===== src/rtl/rr_arbiter8.sv =====
// Eight-requester round-robin arbiter with hold-while-requesting ownership,
// forced revocation after MAX_HOLD cycles, and fully registered outputs.
module rr_arbiter8 #(
  parameter int MAX_HOLD = 16
) (
  input  logic       clk,
  input  logic       rst_n,
  input  logic       en,
  input  logic [7:0] req,
  output logic [7:0] gnt,
  output logic [2:0] gnt_id,
  output logic       gnt_valid,
  output logic       timeout
);

  localparam int CW = $clog2(MAX_HOLD + 1);

  typedef enum logic [0:0] {
    IDLE  = 1'b0,
    GRANT = 1'b1
  } state_t;

  state_t        state, state_nxt;
  logic [2:0]    ptr, ptr_nxt;
  logic [2:0]    owner, owner_nxt;
  logic [CW-1:0] hold_cnt, hold_cnt_nxt;
  logic [7:0]    gnt_nxt;
  logic [2:0]    gnt_id_nxt;
  logic          gnt_valid_nxt;
  logic          timeout_nxt;

  logic          found;
  logic [2:0]    sel;
  logic [2:0]    idx;

  // Rotated priority search: first set request at ptr, ptr+1, ... ptr+7.
  always_comb begin
    found = 1'b0;
    sel   = 3'd0;
    idx   = 3'd0;
    for (int i = 0; i < 8; i++) begin
      idx = ptr + 3'(i);
      if (!found && req[idx]) begin
        found = 1'b1;
        sel   = idx;
      end else begin
        found = found;
        sel   = sel;
      end
    end
  end

  // Next-state and next-output logic for the IDLE/GRANT machine.
  always_comb begin
    state_nxt     = state;
    ptr_nxt       = ptr;
    owner_nxt     = owner;
    hold_cnt_nxt  = hold_cnt;
    gnt_nxt       = gnt;
    gnt_id_nxt    = gnt_id;
    gnt_valid_nxt = gnt_valid;
    timeout_nxt   = 1'b0;

    case (state)
      IDLE: begin
        if (en && found) begin
          state_nxt     = GRANT;
          owner_nxt     = sel;
          gnt_nxt       = 8'd1 << sel;
          gnt_id_nxt    = sel;
          gnt_valid_nxt = 1'b1;
          hold_cnt_nxt  = CW'(1);
        end else begin
          gnt_nxt       = 8'd0;
          gnt_id_nxt    = 3'd0;
          gnt_valid_nxt = 1'b0;
          hold_cnt_nxt  = '0;
        end
      end
      GRANT: begin
        // Release is checked first so a same-cycle drop never reports a timeout.
        if (!req[owner]) begin
          state_nxt     = IDLE;
          ptr_nxt       = owner + 3'd1;
          gnt_nxt       = 8'd0;
          gnt_id_nxt    = 3'd0;
          gnt_valid_nxt = 1'b0;
          hold_cnt_nxt  = '0;
        end else if (hold_cnt == CW'(MAX_HOLD)) begin
          state_nxt     = IDLE;
          ptr_nxt       = owner + 3'd1;
          gnt_nxt       = 8'd0;
          gnt_id_nxt    = 3'd0;
          gnt_valid_nxt = 1'b0;
          hold_cnt_nxt  = '0;
          timeout_nxt   = 1'b1;
        end else begin
          hold_cnt_nxt  = hold_cnt + CW'(1);
        end
      end
      default: begin
        state_nxt     = IDLE;
        gnt_nxt       = 8'd0;
        gnt_id_nxt    = 3'd0;
        gnt_valid_nxt = 1'b0;
        hold_cnt_nxt  = '0;
      end
    endcase
  end

  // State and registered outputs with synchronous active-low reset.
  always_ff @(posedge clk) begin
    if (!rst_n) begin
      state     <= IDLE;
      ptr       <= 3'd0;
      owner     <= 3'd0;
      hold_cnt  <= '0;
      gnt       <= 8'd0;
      gnt_id    <= 3'd0;
      gnt_valid <= 1'b0;
      timeout   <= 1'b0;
    end else begin
      state     <= state_nxt;
      ptr       <= ptr_nxt;
      owner     <= owner_nxt;
      hold_cnt  <= hold_cnt_nxt;
      gnt       <= gnt_nxt;
      gnt_id    <= gnt_id_nxt;
      gnt_valid <= gnt_valid_nxt;
      timeout   <= timeout_nxt;
    end
  end

endmodule


===== config.mk =====
export PLATFORM = sky130hd
export DESIGN_NAME = rr_arbiter8
export DESIGN_NICKNAME = d
export VERILOG_FILES = /design/src/rtl/rr_arbiter8.sv
export SDC_FILE = /design/constraint.sdc
export NUM_CORES = 1
export LEC_CHECK = 0
export BUFFER_PORTS_ARGS = -buffer_cell sky130_fd_sc_hd__buf_2
export CORE_ASPECT_RATIO = 0.8
export CORE_UTILIZATION = 60
export DETAILED_ROUTE_END_ITERATION = 7
export PLACE_DENSITY_LB_ADDON = 0.15
export SYNTH_ARGS = -nofsm -noshare
export SYNTH_HDL_FRONTEND = slang
export SYNTH_SLANG_ARGS = --single-unit

===== constraint.sdc =====
create_clock -name clk -period 10.2 [get_ports clk]
set_input_delay 1.53 -clock clk [delete_from_list [all_inputs] [get_ports clk]]
set_output_delay 1.53 -clock clk [all_outputs]
set_load 0.01 [all_outputs]

==> results.ini <==
[cts]
cts_buffer_depth = 2
cts_made_buffers = 3
h-tree-depth = 1
cts_tree = yes
clockRootBuffer = clkbuf_8
cts_hold_buffers = 0
cts_num_sinks = 25
clk_pin_slew_ns = 0.08
cts_setup_buffers = 0
cts_resized = 0
clkLatencyLatePin_ns = 0.26

[setup_path]
cp.arrival_ns = 4.43
worst_setup_path_start_kind = register
r2r-end = gnt[7]
worstSetupPathDepth = 9
reg2reg_from = ptr[0]
crit_path_end_kind = register
worstSetupPathType = register to register
crit_slowest_cell = dfxtp_1
cp_max_fo = 20
worst_ep_required_time_ns = 10.37
critPathMaxStageDelay_ns = 0.86
critical_path.cell_chain = inv_1, ha_1, mux2i_1, mux4_2, a32oi_4, nor2_2, a311oi_2, nand3_1, o31ai_1
rr_worst_depth = 9
cp_top_family = compound AO/OA/AOI/OAI gates
path_buf_inv = 1
ff2ff_setup_slack_ns = 5.94

[detailed_routing]
drt_iter0_drc = 204
dr.pass1.iters = 5
vias = 1793
vias_per_cell = 6.87
routedWlPerCell_um = 18.5
route.detailed.drc = 0
drt-total-wl_um = 4830
ant_nets = 0

[power_and_ir_drop]
vdd_drop_max_mv = 0.108
power_leakage_uw = 0.000834
pwr_density_cell_mw_per_mm2 = 133

[global_route]
track_usage = 0.292
grt_max_degree = 21
grt_pass1_vias = 1549
antenna_found_initial = 0
grt_pass1_wl_um = 7780
grt_overflow_total = 0

[cells_and_area]
post-route-util = 0.695
layout.cells.non_filler = 261
layout.area.seq_um2 = 500
drive_gt1_frac = 0.276
nets = 238
diodes = 0
n_fill_cell = 230
syn_to_final_growth_pct = 6.91
multi_input_area_mm2 = 0.00145

[synth]
synth_edf_count = 0
synth_top_area_share = 0.243
synth_cells = 201
ys_types = 59
syn-num-nets = 217
synth_area_leaders = dfxtp_1 24%, mux4_2 15%, mux2i_1 7.8%
syn_area_mm2 = 0.00206
seq_area_frac_synth = 0.243
yosys_warnings = 0
synth_flop_cell = dfxtp_1
syn_area_per_cell_um2 = 10.3
synth.largest_area_cell = dfxtp_1
synth_seq_cells = 25
synthArstFlopShare = 0

[sta]
timing.slew.headroom = 0.425
setup_viol = 0
max_freq_ghz = 0.235
hold_violations = 0
hold_ws_ns = 0.444
tightest_slew_ns = 0.861
fin_tns_setup_ns = 0
min_period_ns = 4.26
period_share = 0.417
finClkSkew_ns = 0.00262
rsz0062_at_grt = no
drv_slew = 0

[hold_path]
min_to = gnt_id[0]
whs_path_depth = 2
hp-class = register to register
min-delay-start = gnt_id[0]

[floorplanning]
dieWidth_um = 67.6
coreArea_mm2 = 0.00318
pin_count = 24
rows = 18
die_h_um = 54.5
dieArea_mm2 = 0.00368
start_util = 0.650

[placed_design]
gp_congestion = 1.02
dp_hpwl_um = 3660
dp_cells = 257
port_buffers = 23

[outcome]
status = finished clean

[flow_run]
cap_violations = 0

==> area by class of cell <==
type                            instances  area share
Multi-Input combinational cell        158       0.657
Sequential cell                        25       0.227
Timing Repair Buffer                   24      0.0556
Tap cell                               40      0.0227
Clock buffer                            4      0.0204
Inverter                               10      0.0170
==> synth_stat cells (all sizes together) (5+ instances only) <==
cell and count:
a21oi 8, a32o 6, buf 7, dfxtp 25, ha 5, inv 9, mux2i 18, mux4 16
nand2 15, nand3 11, nor2 16, nor3 5, o31ai 5, xor2 5
==> per-stage QoR <==
stage / area [um2] / total power [uW] / worst slack (ns)
2_1_floorplan: 2060 / 209 / 6.69
3_3_place_gp: 2160 / 229 / 6.30
3_5_place_dp: 2160 / 234 / 6.05
4_1_cts: 2210 / 292 / 6.03
5_1_grt: 2210 / 309 / 5.69
6_report: 2210 / 293 / 5.94
==> logic make-up (layout without fill, tap and decap cells) <==
logic type,Yosys count,in the layout,synth area share
flip-flops,25,25,0.243
multiplexers,38,38,0.293
buffers and inverters,18,38,0.0546
AND/OR/NAND/NOR,62,62,0.150
adder cells (fa/ha/maj),5,5,0.0303
AO/OA/AOI/OAI,45,45,0.192
XOR/XNOR,8,8,0.0376
==> report_power, final <==
group | switching [uW] | total (uW) | internal, uW
sequential | 8.63 | 112 | 104
clock | 29.6 | 57.5 | 27.9
combinational | 68.7 | 123 | 54.3
==> how the worst max path moves through the flow <==
stage                      start      to  slack, ns
after floorplan           req[4]  gnt[1]       6.69
after global placement    ptr[0]  gnt[1]       6.30
after detailed placement  ptr[0]  gnt[7]       6.05
after CTS                 ptr[0]  gnt[7]       6.03
after global routing      ptr[0]  gnt[7]       5.69
final                     ptr[0]  gnt[7]       5.94
==> per-layer routing <==
layer / track usage / vias up / part of all wire
met5: 0 / - / 0
met4: 0.0532 / 0 / 0.010
met3: 0.0750 / 12 / 0.10
met2: 0.422 / 121 / 0.45
met1: 0.438 / 832 / 0.44
li1: - / 828 / -
==> state kept, by name, summed over array words and instances, names as in the netlist <==
| name | count |
|---|---|
| gnt | 8 |
| gnt_id | 3 |
| gnt_valid | 1 |
| hold_cnt | 5 |
| owner | 3 |
| ptr | 3 |
| state | 1 |
| timeout | 1 |
==> cell usage in the layout (no fill, tap or decap), types with 2 or more instances in the layout <==
cell type  count
a21oi_1        7
xor2_1         4
xnor2_1        3
nor2_1        15
buf_2         23
a32o_1         6
o21ai_1        2
o31ai_1        5
mux2i_2        2
ha_1           5
nand3_1       11
and3_1         3
nand2_1       15
clkbuf_8       3
o221ai_1       2
a31oi_1        3
mux2_2         3
and2_1         2
dfxtp_1       25
or2_2          2
inv_1          9
mux4_2        14
a211oi_1       2
nor3_1         4
mux2i_1       16
mux4_1         2
a41oi_1        2
==> worst register-to-register path, cell delays in order, from the launching register on <==
cell and delay [ns]:
dfxtp_1 0.86, inv_1 0.35, ha_1 0.67, mux2i_1 0.18
mux4_2 0.54, a32oi_4 0.33, nor2_2 0.12, a311oi_2 0.57
nand3_1 0.26, o31ai_1 0.29
Note: power is estimated with default switching activity, not from simulation.
